--- src/rtl/alu_ctrl_pkg.sv ---
// Shared types and constants for the ALU sequencing controller.
// Latency: n/a (package only).
// Backpressure: n/a (package only).
package alu_ctrl_pkg;

    // Controller states; one-hot outputs are decoded from these.
    typedef enum logic [2:0] {
        ST_IDLE   = 3'd0,
        ST_LOAD_A = 3'd1,
        ST_LOAD_B = 3'd2,
        ST_EXEC   = 3'd3,
        ST_OUT    = 3'd4,
        ST_CLEAR  = 3'd5,
        ST_DONE   = 3'd6,
        ST_ERR    = 3'd7
    } state_e;

    // Command opcodes; codes above OP_LDB are illegal.
    localparam logic [2:0] OP_NOP = 3'd0;
    localparam logic [2:0] OP_ADD = 3'd1;
    localparam logic [2:0] OP_SUB = 3'd2;
    localparam logic [2:0] OP_CLR = 3'd3;
    localparam logic [2:0] OP_LDA = 3'd4;
    localparam logic [2:0] OP_LDB = 3'd5;

    // Largest hold the 4-bit OUT counter can express.
    localparam int OUT_HOLD_MAX = 15;

    // Datapath control word driven by the controller.
    typedef struct packed {
        logic ai;
        logic bi;
        logic ar;
        logic br;
        logic sub;
        logic so;
        logic done;
        logic err;
    } ctrl_t;

    // Moore decode: controls asserted in a given state. sub only follows the
    // latched flag inside the arithmetic path states; everything else is 0.
    function automatic ctrl_t state_ctrl(state_e st, logic sub_lat);
        ctrl_t c;
        c = '0;
        case (st)
            ST_LOAD_A: begin
                c.ai  = 1'b1;
                c.sub = sub_lat;
            end
            ST_LOAD_B: begin
                c.bi  = 1'b1;
                c.sub = sub_lat;
            end
            ST_EXEC: begin
                c.sub = sub_lat;
            end
            ST_OUT: begin
                c.so  = 1'b1;
                c.sub = sub_lat;
            end
            ST_CLEAR: begin
                c.ar = 1'b1;
                c.br = 1'b1;
            end
            ST_DONE: c.done = 1'b1;
            ST_ERR:  c.err  = 1'b1;
            default: c = '0;
        endcase
        return c;
    endfunction

endpackage

--- src/rtl/alu_seq_ctrl.sv ---
// Sequences operand load / add-sub / output-enable controls for a small ALU from single commands.
// Latency: ADD/SUB accept-to-done 4+OUT_HOLD cycles; LDA/LDB/CLR 2; NOP 1; illegal op err after 1.
// Backpressure: cmd_ready high only in IDLE; one idle cycle separates back-to-back commands.
module alu_seq_ctrl
    import alu_ctrl_pkg::*;
#(
    parameter int OUT_HOLD = 2
) (
    input  logic       clk,
    input  logic       rst_n,
    input  logic       cmd_valid,
    output logic       cmd_ready,
    input  logic [2:0] cmd_op,
    output logic       Ai,
    output logic       Bi,
    output logic       Ar,
    output logic       Br,
    output logic       sub,
    output logic       So,
    output logic       done,
    output logic       err,
    output logic [7:0] op_count
);

    // Out-of-range parameters are clamped so the 4-bit counter never wraps.
    localparam int HOLD_CLAMP = (OUT_HOLD < 1) ? 1 :
                                (OUT_HOLD > OUT_HOLD_MAX) ? OUT_HOLD_MAX : OUT_HOLD;
    localparam logic [3:0] HOLD_LOAD = 4'(HOLD_CLAMP - 1);

    state_e     state_q, state_d;
    logic [2:0] op_q, op_d;
    logic [3:0] hold_q, hold_d;
    logic       sub_lat_q, sub_lat_d;
    ctrl_t      ctrl_q, ctrl_d;
    logic       rdy_q, rdy_d;
    logic [7:0] cnt_q, cnt_d;
    logic       accept;
    logic       arith;

    assign accept = cmd_valid && rdy_q;
    assign arith  = (op_q == OP_ADD) || (op_q == OP_SUB);

    // Next-state, command latch, hold counter and registered-output decode.
    always_comb begin
        state_d   = state_q;
        op_d      = op_q;
        hold_d    = hold_q;
        sub_lat_d = sub_lat_q;
        cnt_d     = cnt_q;

        case (state_q)
            ST_IDLE: begin
                if (accept) begin
                    op_d      = cmd_op;
                    sub_lat_d = (cmd_op == OP_SUB);
                    case (cmd_op)
                        OP_NOP:                 state_d = ST_DONE;
                        OP_ADD, OP_SUB, OP_LDA: state_d = ST_LOAD_A;
                        OP_LDB:                 state_d = ST_LOAD_B;
                        OP_CLR:                 state_d = ST_CLEAR;
                        default:                state_d = ST_ERR;
                    endcase
                end
            end
            ST_LOAD_A: state_d = arith ? ST_LOAD_B : ST_DONE;
            ST_LOAD_B: state_d = arith ? ST_EXEC : ST_DONE;
            ST_EXEC: begin
                state_d = ST_OUT;
                hold_d  = HOLD_LOAD;
            end
            ST_OUT: begin
                if (hold_q == 4'd0) begin
                    state_d = ST_DONE;
                end else begin
                    hold_d = hold_q - 4'd1;
                end
            end
            ST_CLEAR: state_d = ST_DONE;
            ST_DONE: begin
                state_d   = ST_IDLE;
                sub_lat_d = 1'b0;
                cnt_d     = cnt_q + 8'd1;
            end
            ST_ERR: begin
                state_d   = ST_IDLE;
                sub_lat_d = 1'b0;
            end
            default: state_d = ST_IDLE;
        endcase

        // Outputs are computed from the next state so they register alongside it.
        ctrl_d = state_ctrl(state_d, sub_lat_d);
        rdy_d  = (state_d == ST_IDLE);
    end

    // State and output registers; reset drops every control immediately.
    always_ff @(posedge clk or negedge rst_n) begin
        if (!rst_n) begin
            state_q   <= ST_IDLE;
            op_q      <= OP_NOP;
            hold_q    <= 4'd0;
            sub_lat_q <= 1'b0;
            ctrl_q    <= '0;
            rdy_q     <= 1'b1;
            cnt_q     <= 8'd0;
        end else begin
            state_q   <= state_d;
            op_q      <= op_d;
            hold_q    <= hold_d;
            sub_lat_q <= sub_lat_d;
            ctrl_q    <= ctrl_d;
            rdy_q     <= rdy_d;
            cnt_q     <= cnt_d;
        end
    end

    assign cmd_ready = rdy_q;
    assign Ai        = ctrl_q.ai;
    assign Bi        = ctrl_q.bi;
    assign Ar        = ctrl_q.ar;
    assign Br        = ctrl_q.br;
    assign sub       = ctrl_q.sub;
    assign So        = ctrl_q.so;
    assign done      = ctrl_q.done;
    assign err       = ctrl_q.err;
    assign op_count  = cnt_q;

endmodule

--- config.mk ---
export PLATFORM = sky130hd
export DESIGN_NAME = alu_seq_ctrl
export DESIGN_NICKNAME = d
export VERILOG_FILES = /design/src/rtl/alu_ctrl_pkg.sv /design/src/rtl/alu_seq_ctrl.sv
export SDC_FILE = /design/constraint.sdc
export NUM_CORES = 1
export LEC_CHECK = 0
export ABC_AREA = 1
export BUFFER_PORTS_ARGS = -buffer_cell sky130_fd_sc_hd__buf_4
export CAP_MARGIN = 40
export CORE_AREA = 5 5 57 59
export CTS_CLUSTER_DIAMETER = 200
export DETAILED_ROUTE_END_ITERATION = 16
export DIE_AREA = 0 0 62 64
export PLACE_DENSITY = 0.76
export SETUP_SLACK_MARGIN = 0.5
export SLEW_MARGIN = 20
export SYNTH_ARGS = -nofsm -noshare
export SYNTH_HDL_FRONTEND = slang
export SYNTH_SLANG_ARGS = --single-unit
--- constraint.sdc ---
create_clock -name clk -period 1.85 [get_ports clk]
set_input_delay 0.0925 -clock clk [delete_from_list [all_inputs] [get_ports clk]]
set_output_delay 0.0925 -clock clk [all_outputs]
set_load 0.02 [all_outputs]
Word-level counts from Yosys, hierarchy flattened
Index checks and enable logic that the tools add are counted.
W data, S select, Z words.
Storage, ports and cells
  logic and storage cells: 67
  input bits: 6
  flip-flop bits (word level): 28
Cells by class
  $add $sub $neg: 2
  equality and inequality tests: 22
  muxes and demuxes: 17
  reduce and logical (&&, ||, !) cells: 12
Operator list (count)
  $eq A3 B3 Y1 const B: 10
  $eq A3 B2 Y1 const B: 7
  $pmux W3 S7: 1
  $eq A3 B1 Y1 const B: 4
  $mux W3: 4
  $pmux W3 S4: 1
  $logic_not A3 Y1: 3
  $add A8 B1 Y8 const B: 1
  $pmux W4 S2: 1
  $mux W1: 7
  $logic_not A4 Y1: 1
  $mux W4: 1
  $reduce_and A2 Y1: 2
  $reduce_or A4 Y1: 1
  $sub A4 B1 Y4 const B: 1
  $reduce_or A3 Y1: 1
  $mux W2: 1
  $ne A2 B2 Y1 const B: 1
  $pmux W1 S2: 1
  $reduce_bool A2 Y1: 1
  $reduce_or A2 Y1: 1
  $logic_and A1 B1 Y1: 1
  $logic_or A1 B1 Y1: 1

Longest topological paths before layout
Gate-level depths: netlist of run 1.
  depth in word-level cells: 8
  depth in mapped cells: 12
  gate-level depth less buffers: 11

Worst setup path before layout of run 1
OpenSTA, ideal clock, no wires.
  path type: register -> register
  from: register rdy_q, in the netlist cmd_ready
  to: register ctrl_q (netlist bit sub)
  required time: 1729 ps
  arrival time: 1272 ps
  setup slack: 457 ps
  cell stages (with the launch flop): 11
  setup time: 121 ps
  period minus slack after synthesis: 1393 ps
  cell sequence: dfstp_2 -> nand3_1 -> nor2_2 -> buf_6 -> nand2_4 -> nand2_4 -> inv_2 -> nand2_2 -> nand2_2 -> nand2_2 -> nor2_2
RTL lines
  from (decl): RTL line alu_seq_ctrl.sv:35  | logic rdy_q, rdy_d;
  from (signal assigned): RTL line alu_seq_ctrl.sv:112  | rdy_q <= rdy_d;
  to (signal assigned): RTL line alu_seq_ctrl.sv:111  | ctrl_q <= ctrl_d;
  to (decl): RTL line alu_seq_ctrl.sv:34  | ctrl_t ctrl_q, ctrl_d;

==> out/results.ini, run 1 <==
[outcome]
outcome=finished clean

[logic_synthesis]
synth_cell_type_count=29
yosysSeqAreaShare_pct=48.0
syn-cell-area_um2=1410
synth_fp_nets=162
synthTopCellsByArea=dfrtp_1 (46%), nand2_1 (7.2%), inv_1 (5.6%)
synth_top_cell_by_area=dfrtp_1
postSynthCellCount=153
synth.top_cell.area_share_pct=46.1
synth-seq-cells=27
syn_avg_cell_area_um2=9.22
yosysWarnings=0

[floorplanning]
fp.dieH_um=64
ios=23
dieArea_um2=3970
num_rows=19
coreArea_um2=2660
initial_core_util_pct=53.0
die_w_um=62

[final_layout]
final_nets=199
fillCellCount=211
diodes=0
areaGrowthSynthToFinish_pct=26.8
drive_gt1_share_pct=43.4

[power]
pwr-share-seq_pct=35.4
p_int_mw=1.53
p_comb_share_pct=55.2
clkPwrFrac_pct=9.4
irDropWorstVdd_uv=895
p_leak_nw=0.911
p_switching_mw=1.25
swShare_pct=45.0
p_per_area_nw_per_um2=1560

[setup_path]
r2r-start=state_q[1]
worst-r2r-setup-slack_ns=0.42
crit_family=simple AND/OR/NAND/NOR gates
worstSetupStartpointType=register
cp_max_fo=5
crit_cells=11
worstSetupEndpoint=sub
cp-end-kind=register
ff2ff_path_depth=11
cpMostUsedCell=nand2_2
arrival_ns=1.68
worstSetupStartpoint=state_q[1]
required_ns=2.10
timing.rr.end=sub
path_buf_inv=3
slowest_stage=dfrtp_2
path_class=register to register
crit_chain=nor2_4 > inv_2 > nor2_4 > buf_12 > nand2_4 > nand2_4 > inv_4 > nand2_2 > nand2_2 > nand2_2 > nor2_2
max_stage_delay_ns=0.49

[grt]
grt_max_degree=28
grt_pass1_wl_mm=4.42
antenna_found_initial=0
gr-total-overflow=0
grtUsageTotal_pct=15.0
grt_pass1_vias=1060

[placed_design]
dp_hpwl_mm=1.93
io_buffers=22
place_congestion=0.836

[sta]
skew_ns=0.0107
period_needed_ns=1.43
max-slew-margin-rel_pct=77.8
fmax_mhz=699
rsz0062_at_grt=true
finalHoldViolations=0
maxSlewViolCount=0
worstMarginPinSlew_ns=0.333
whs_ns=0.170
fin_tns_setup_ns=0
finalCritPeriodShare_pct=77.4
finalSetupViolCount=0

[worst_hold_path]
hold_class=input pin to asynchronous set/reset pin

[cts]
clk_pin_slew_ns=0.15
cts_max_path_buffers=2
clk_latency_ns=0.34
clock-sinks=27
htreeDepth=1
cts_made_buffers=3
cts_root_buf=clkbuf_4
tritoncts=done

[route]
drt-initial-drc-count=30
postRouteAntennaNets=0
drc=0
route.vias.total=1079
wire_per_inst_um=12.2
drt_first_pass_iters=4
vias_per_cell=4.90
drt-total-wl_mm=2.69

[flow_run]
maxCapViolations=0

-- synthesized netlist by cell type --
library cell and count:
a21boi_0 1, a21oi_1 1, buf_4 1, buf_6 2, dfrtp_1 26, dfstp_2 1
ha_1 3, inv_1 21, inv_2 5, mux2_2 1, nand2_1 27, nand2_2 5
nand2_4 2, nand3_1 9, nand3_2 5, nand3_4 1, nand4_1 1, nor2_1 11
nor2_2 4, nor2_4 4, nor3_2 2, o211ai_2 1, o21a_1 1, o21ai_0 8
o21ai_1 1, o22ai_1 1, or2_1 1, xnor2_1 2, xor2_1 5
-- per-layer routing --
metal  share of wire, %  vias to the layer above  global-route usage [%]  wire, µm
met5                  0                        -                       0         0
met4                2.2                        0                    7.69        60
met3                4.7                        5                    2.41       127
met2                 51                       22                    25.4      1380
met1                 42                      508                    17.5      1120
li1                   -                      544                       -         -
-- cell usage in the layout (no fill, tap or decap), types with 4 or more instances in the layout --
cell type / n
nor2_4: 5
dfrtp_1: 23
inv_2: 7
inv_1: 17
buf_4: 30
xor2_1: 5
dlygate4sd3_1: 4
nand2_2: 7
nand3_2: 9
nand3_1: 4
nor2_1: 9
o21ai_0: 8
nand2_1: 25
nor2_2: 5
-- what timing repair did --
| action | CTS | global route |
|---|---|---|
| hold buffers | 4 | 0 |
| endpoints found under the setup margin | 15 | 18 |
| endpoints found under the hold margin | 30 | 0 |
| cloned | 0 | 0 |
| gates resized for setup | 6 | 13 |
| pin swaps | 3 | 6 |
| setup buffers | 3 | 5 |
-- worst min path at each step --
stage,end,cells after the start
4_1_cts,state_q[0],6
3_5_place_dp,op_count[0],1
3_3_place_gp,So,1
6_report,op_count[3],2
2_1_floorplan,Ai,0
5_1_grt,state_q[0],6
-- registers in the layout, summed over array words and instances (netlist names), 3 cells and up --
signal,cells
op_q,3
hold_q,4
op_count,8
state_q,3
-- worst reg2reg max path, stage by stage, from the launching register on --
cell and delay [ns]:
dfrtp_2 0.49, nor2_4 0.16, inv_2 0.06, nor2_4 0.14
buf_12 0.13, nand2_4 0.05, nand2_4 0.08, inv_4 0.05
nand2_2 0.05, nand2_2 0.04, nand2_2 0.05, nor2_2 0.03
-- cells by family after synthesis --
| logic type | synth area share [%] |
|---|---|
| xor gates and xnor gates | 4.35 |
| buffers and inverters | 9.05 |
| and+or+nand+nor | 29.2 |
| AOI/OAI and AO/OA | 5.94 |
| DFF | 48.0 |
| adders and majority gates | 2.66 |
| muxes | 0.799 |
-- through the flow --
step / power (mW) / cell area, µm² / utilization, % / instances / setup slack, ns
final: 2.79 / 1790 / 67.2 / 220 / 0.419
after global routing: 3.01 / 1790 / 67.2 / 220 / 0.349
after CTS: 2.65 / 1710 / 64.3 / 215 / 0.427
after detailed placement: 2.30 / 1600 / 60.1 / 204 / 0.286
after global placement: 2.25 / 1600 / 60.1 / 204 / 0.355
after floorplan: 1.97 / 1420 / - / 153 / 0.471
-- power groups by stage --
stage / Sequential (mW) / Clock (mW) / Combinational [mW]
2_1_floorplan: 1.06 / 0 / 0.908
3_3_place_gp: 0.971 / 0 / 1.28
3_5_place_dp: 0.988 / 0 / 1.31
4_1_cts: 0.975 / 0.269 / 1.41
5_1_grt: 1.01 / 0.299 / 1.69
6_report: 0.985 / 0.263 / 1.54
-- area by class of cell --
class | count | area, µm² | area share [%]
tap | 31 | 38.8 | 2.17
inverter | 26 | 103 | 5.74
timing repair buffer | 35 | 285 | 16.0
clock buffer | 3 | 22.5 | 1.26
sequential | 27 | 681 | 38.1
clock inverter | 1 | 5.00 | 0.280
multi-input combinational | 97 | 653 | 36.5
Power figures use the tool's default switching activity.
==> run 2, diff against run 1 <==
- CORE_AREA: 5 5 57 59 -> 5 5 60 62
- DIE_AREA: 0 0 62 64 -> 0 0 65 67
- PLACE_DENSITY: 0.76 -> 0.72
- clock period: 1.85 -> 1.2 ns (I/O delays scaled with it)
==> out/results.ini, run 2 (synthesis results as in run 1) <==
[outcome]
outcome=finished, violations left
violations=setup timing

[power]
irDropWorstVdd_uv=1130  ; +27%
p_int_mw=3.30  ; +120%
pwr-share-seq_pct=26.8  ; -8.6 points
p_switching_mw=2.41  ; +93%
swShare_pct=42.2  ; -2.7 points
clkPwrFrac_pct=6.9  ; -2.5 points
p_per_area_nw_per_um2=2530  ; +62%
p_comb_share_pct=66.2  ; +11 points
p_leak_nw=1.12  ; +23%

[setup_path]
required_ns=1.43  ; -0.67 ns
cp_max_fo=4  ; -1
r2r-start=state_q[2]
path_class=register to register
worstSetupStartpointType=register
ff2ff_path_depth=8  ; -3
arrival_ns=1.67  ; about the same
worst-r2r-setup-slack_ns=-0.24  ; -0.66 ns
worstSetupStartpoint=state_q[2]
cp-end-kind=register
timing.rr.end=op_count[7]
worstSetupEndpoint=op_count[7]

[sta]
finalCritPeriodShare_pct=120  ; +42 points
finalHoldViolations=0  ; unchanged
finalSetupViolCount=24  ; +24
max-slew-margin-rel_pct=77.2  ; -0.56 points
maxSlewViolCount=0  ; unchanged
whs_ns=0.166  ; -0.00390 ns
fmax_mhz=695  ; -0.48%
worstMarginPinSlew_ns=0.341  ; +0.00846 ns
rsz0062_at_grt=true
period_needed_ns=1.44  ; +0.00694 ns
skew_ns=0.00465  ; -0.00606 ns
fin_ws_ns=-0.238  ; -0.657 ns
fin_tns_setup_ns=-2.86  ; -2.86 ns

[placed_design]
io_buffers=22  ; unchanged
dp.cells=227  ; +11%
place_ws_ns=-0.215  ; -0.501 ns
dp_hpwl_mm=2.15  ; +12%
place_congestion=0.815  ; -2.5%

[grt]
grt_pass1_vias=1286  ; +21%
grt_max_degree=28  ; unchanged
gr-total-overflow=0  ; unchanged
grtUsageTotal_pct=15.9  ; +0.95 points
grt_pass1_wl_mm=5.33  ; +21%
antenna_found_initial=0  ; unchanged

[final_layout]
diodes=0  ; unchanged
largest_register_ffs=8  ; unchanged
layout_commonest_cell=buf_6
fillCellCount=174  ; -18%
final_nets=232  ; +17%
areaGrowthSynthToFinish_pct=60.4
drive_gt1_share_pct=59.0  ; +16 points
mostFrequentLayoutCells=buf_6 (33), buf_4 (31), nand2_1 (22)
stdcell_count=255  ; +16%

[route]
vias_per_cell=4.84  ; -1.3%
drt-initial-drc-count=59  ; +97%
wire_per_inst_um=13.9  ; +13%
postRouteAntennaNets=0  ; unchanged
drc=0  ; unchanged
route.vias.total=1235  ; +14%
drt-total-wl_mm=3.54  ; +31%
drt_first_pass_iters=4  ; unchanged

[floorplanning]
ios=23  ; unchanged
fp.dieH_um=67  ; +4.7%
initial_core_util_pct=47.4  ; -5.6 points
coreArea_um2=2980  ; +12%
die_w_um=65  ; +4.8%
dieArea_um2=4360  ; +9.8%
num_rows=20  ; +1

[cts]
cts_made_buffers=3  ; unchanged
clk_pin_slew_ns=0.14  ; about the same
clk_latency_ns=0.33  ; about the same
cts_root_buf=clkbuf_4
htreeDepth=1  ; unchanged
tritoncts=done
clock-sinks=27  ; unchanged
cts_max_path_buffers=2  ; unchanged

[flow_run]
maxCapViolations=0  ; unchanged

[worst_hold_path]
hold_class=input pin to asynchronous set/reset pin

## run 2: cell count changes in the layout (fill, tap and decap cells not counted), moves of 3 or more
cell	delta
o21ai_0	-4
nor2_1	-3
dfrtp_1	-3
ha_1	-3
nand3_2	-4
nand2_4	+3
buf_6	+33
nand2_1	-3
nand3_4	+3
dfrtp_2	+3
## run 2: worst min path at each step
stage,start,to,slack (ns),depth (start not counted)
finish,rst_n,op_count[0],0.17,2
global route,cmd_op[0],state_q[1],0.18,5
CTS,rst_n,op_count[3],0.17,2
detailed placement,rst_n,So,-0.007,1
global placement,rst_n,hold_q[0],-0.01,1
floorplan,rst_n,Ai,-0.24,0
## run 2: power by group through the flow
stage | registers (mW) | logic [mW] | clock network, mW
2_1_floorplan | 1.67 | 1.54 | 0
3_3_place_gp | 1.49 | 2.62 | 0
6_report | 1.53 | 3.79 | 0.395
4_1_cts | 1.52 | 3.35 | 0.405
3_5_place_dp | 1.51 | 2.68 | 0
5_1_grt | 1.57 | 4.08 | 0.453
## run 2: layer usage
| layer | GRT usage [%] | part of all wire, % | vias up |
|---|---|---|---|
| met4 | 7.65 | 2.7 | 0 |
| met5 | 0 | 0 | - |
| met2 | 32.4 | 56 | 27 |
| li1 | - | - | 611 |
| met1 | 15.1 | 39 | 587 |
| met3 | 2.70 | 2.4 | 10 |
## run 2: final cells by class
| cell class | count | area, µm² | share of cell area (%) |
|---|---|---|---|
| multi-input combinational | 97 | 766 | 33.8 |
| sequential | 27 | 684 | 30.3 |
| timing repair buffer | 68 | 644 | 28.5 |
| inverter | 26 | 100 | 4.42 |
| tap | 33 | 41.3 | 1.83 |
| clock buffer | 4 | 26.3 | 1.16 |
## run 2: critical path, stage by stage (launching register included)
cell	delay, ns
dfrtp_1	0.44
buf_4	0.14
buf_6	0.09
nand3_4	0.11
nor2_4	0.14
nand3_2	0.11
nor2_2	0.11
nand2_1	0.07
xnor2_1	0.12
## run 2: metrics by stage
| step | util, % | cell area, µm² | power, mW |
|---|---|---|---|
| finish | 76.0 | 2260 | 5.71 |
| CTS | 72.0 | 2140 | 5.28 |
| detailed placement | 60.8 | 1810 | 4.19 |
| floorplan | - | 1470 | 3.21 |
| global route | 76.0 | 2260 | 6.11 |
| global placement | 60.8 | 1810 | 4.10 |
## run 2: what timing repair did
item                                   4_1_cts  5_1_grt
endpoints found under the hold margin       30        0
hold buffers                                 4        0
pin swaps                                   17       10
buffers inserted                            13        7
setup endpoints to repair                   44       44
resized for setup                           44       17
==> run 3, diff against run 2 <==
- ABC_AREA: 1 -> 0
- CORE_AREA: 5 5 60 62 -> 5 5 59 61
- DIE_AREA: 0 0 65 67 -> 0 0 64 66
- PLACE_DENSITY: 0.72 -> 0.71
==> out/results.ini, run 3 <==
[outcome]
outcome=finished, violations left
violations=setup timing

[final_layout]
largest_register_ffs=8  ; unchanged
areaGrowthSynthToFinish_pct=52.9
utilization_pct=69.8  ; -6.1 points
mostFrequentLayoutCells=buf_4 (43), dfrtp_1 (24), buf_6 (19)
layout_commonest_cell=buf_4
diodes=0  ; unchanged
fillCellCount=201  ; +16%
drive_gt1_share_pct=56.8  ; -2.2 points
final_nets=186  ; -20%

[logic_synthesis]
postSynthCellCount=115  ; -25%
synth_top_cell_by_area=dfrtp_1
synth-seq-cells=27  ; unchanged
synthTopCellsByArea=dfrtp_1 (49%), xnor2_1 (5.2%), ha_1 (2.8%)
syn-cell-area_um2=1340  ; -5.1%
yosysMostFrequentCell=dfrtp_1
synth_ff_type=dfrtp_1
synth_cell_type_count=39  ; +34%
synthArstFlopShare_pct=100  ; unchanged
yosysSeqAreaShare_pct=50.6  ; +2.6 points
yosysWarnings=0  ; unchanged
syn_avg_cell_area_um2=11.6  ; +26%
synth_fp_nets=124  ; -23%
synthTopCellsByCount=dfrtp_1 (26), xnor2_1 (8), nand2_1 (7)
synth.top_cell.area_share_pct=48.6  ; +2.5 points
synth_enable_flop_cells=0  ; unchanged

[floorplanning]
num_rows=20  ; unchanged
ios=23  ; unchanged
die_w_um=64  ; -1.5%
coreArea_um2=2930  ; -1.7%
fp.dieH_um=66  ; -1.5%
dieArea_um2=4220  ; -3.0%
initial_core_util_pct=45.7  ; -1.7 points

[sta]
fin_tns_setup_ns=-5.29  ; -2.43 ns
fmax_mhz=666  ; -4.2%
finalCritPeriodShare_pct=125  ; +5.2 points
rsz0062_at_grt=true
worstMarginPinSlew_ns=0.346  ; +0.00472 ns
maxSlewViolCount=0  ; unchanged
finalHoldViolations=0  ; unchanged
fin_ws_ns=-0.301  ; -0.0629 ns
finalSetupViolCount=26  ; +8.3%
max-slew-margin-rel_pct=76.9  ; -0.31 points
skew_ns=0.0110  ; +0.00633 ns
period_needed_ns=1.50  ; +0.0629 ns

[cts]
cts_root_buf=clkbuf_4
clk_latency_ns=0.33  ; about the same
cts_made_buffers=3  ; unchanged
htreeDepth=1  ; unchanged
clock-sinks=27  ; unchanged
tritoncts=done
cts_max_path_buffers=2  ; unchanged
clk_pin_slew_ns=0.15  ; about the same

[placed_design]
dp_hpwl_mm=2.06  ; -4.3%
io_buffers=22  ; unchanged
place_congestion=0.868  ; +6.6%

[worst_hold_path]
hold_class=input pin to register

[power]
irDropWorstVdd_uv=1630  ; +44%
p_per_area_nw_per_um2=2550  ; +1.1%
p_leak_nw=0.981  ; -13%

[grt]
grt_max_degree=28  ; unchanged
grtUsageTotal_pct=14.5  ; -1.4 points
antenna_found_initial=0  ; unchanged
grt_pass1_wl_mm=4.93  ; -7.5%
gr-total-overflow=0  ; unchanged
grt_pass1_vias=1079  ; -16%

[route]
drt_first_pass_iters=4  ; unchanged
vias_per_cell=5.18  ; +7.0%
drt-initial-drc-count=51  ; -14%
drt-total-wl_mm=3.04  ; -14%
wire_per_inst_um=14.6  ; +5.1%
postRouteAntennaNets=0  ; unchanged
drc=0  ; unchanged
route.vias.total=1083  ; -12%

[setup_path]
cp_max_fo=8  ; +4
arrival_ns=1.78  ; +0.11 ns
path_class=register to register
cp-end-kind=register
required_ns=1.48  ; +0.05 ns
worstSetupStartpointType=register

[flow_run]
maxCapViolations=0  ; unchanged

[run 3: cell count changes in the layout (fill, tap and decap cells not counted), sizes merged, moves of 4 or more]
cell,change
nor3b,+4
nand3,-12
nand2,-27
xnor2,+6
inv,-21
nor2,-13
a21oi,+5
[run 3: layer usage]
| layer | routed length [µm] | track usage [%] | vias to the layer above | share of wire [%] |
|---|---|---|---|---|
| li1 | - | - | 525 | - |
| met1 | 1340 | 18.3 | 531 | 44 |
| met3 | 145 | 2.72 | 0 | 4.8 |
| met4 | 0 | 3.12 | 0 | 0 |
| met2 | 1560 | 25.6 | 27 | 51 |
| met5 | 0 | 0 | - | 0 |
[run 3: layout make-up]
| type | instances | area [µm²] | share of cell area, % |
|---|---|---|---|
| Clock inverter | 1 | 5.00 | 0.245 |
| Inverter | 5 | 18.8 | 0.918 |
| Sequential cell | 27 | 679 | 33.2 |
| Clock buffer | 3 | 22.5 | 1.10 |
| Timing Repair Buffer | 63 | 547 | 26.7 |
| Multi-Input combinational cell | 77 | 731 | 35.7 |
| Tap cell | 33 | 41.3 | 2.02 |
[run 3: through the flow]
stage               instance area, µm²  cells  hold slack, ns  setup slack [ns]  total power [mW]
floorplan                         1420    115          -0.236            -0.238              3.15
global placement                  1700    182        -0.00963            -0.231              3.89
detailed placement                1700    182        -0.00544            -0.317              4.00
CTS                               1910    199          0.0582            -0.284              4.79
global route                      2040    209          0.0616            -0.369              5.53
finish                            2040    209          0.0697            -0.301              5.22
[run 3: final timing paths]
| kind | startpoint | endpoint | slack [ns] | cells past startpoint |
|---|---|---|---|---|
| setup / recovery | state_q[0] | Ar | -0.30 | 4 |
| max in group asynchronous | rst_n | cmd_ready | 0.74 | 2 |
| hold / removal | cmd_op[0] | op_q[0] | 0.07 | 3 |
| hold reg to reg | op_q[1] | op_q[1] | 0.52 | 2 |
| setup reg to reg | state_q[0] | Ar | -0.30 | 4 |
| min in group asynchronous | rst_n | sub_lat_q | 0.16 | 2 |
[run 3: critical path, cell delays in order (launching register included)]
cell and delay (ns):
dfrtp_1 0.45, nand4bb_4 0.26, nand2b_4 0.23, o211ai_4 0.30, and3b_1 0.21
[run 3: report_power, final]
group	leakage, nW	switching (mW)	internal (mW)
logic	0.618	1.51	1.75
registers	0.346	0.311	1.25
clock network	0.0177	0.274	0.125
total	0.981	2.10	3.13
[run 3: what timing repair did]
action                                 in CTS  in global routing
endpoints found under the hold margin      27                  0
pin swaps                                   5                 12
gates resized for setup                    22                 14
setup buffers                              12                 10
hold buffers                                1                  0
setup endpoints to repair                  44                 44
[run 3: cells by family after synthesis]
group,after synthesis,share of synthesized area (%)
AND/OR/NAND/NOR,38,18.2
flip-flops,27,50.6
AO/OA/AOI/OAI,23,14.5
buffers and inverters,11,4.77
XOR/XNOR,10,6.55
multiplexers,3,2.53
adder cells (fa/ha/maj),3,2.81
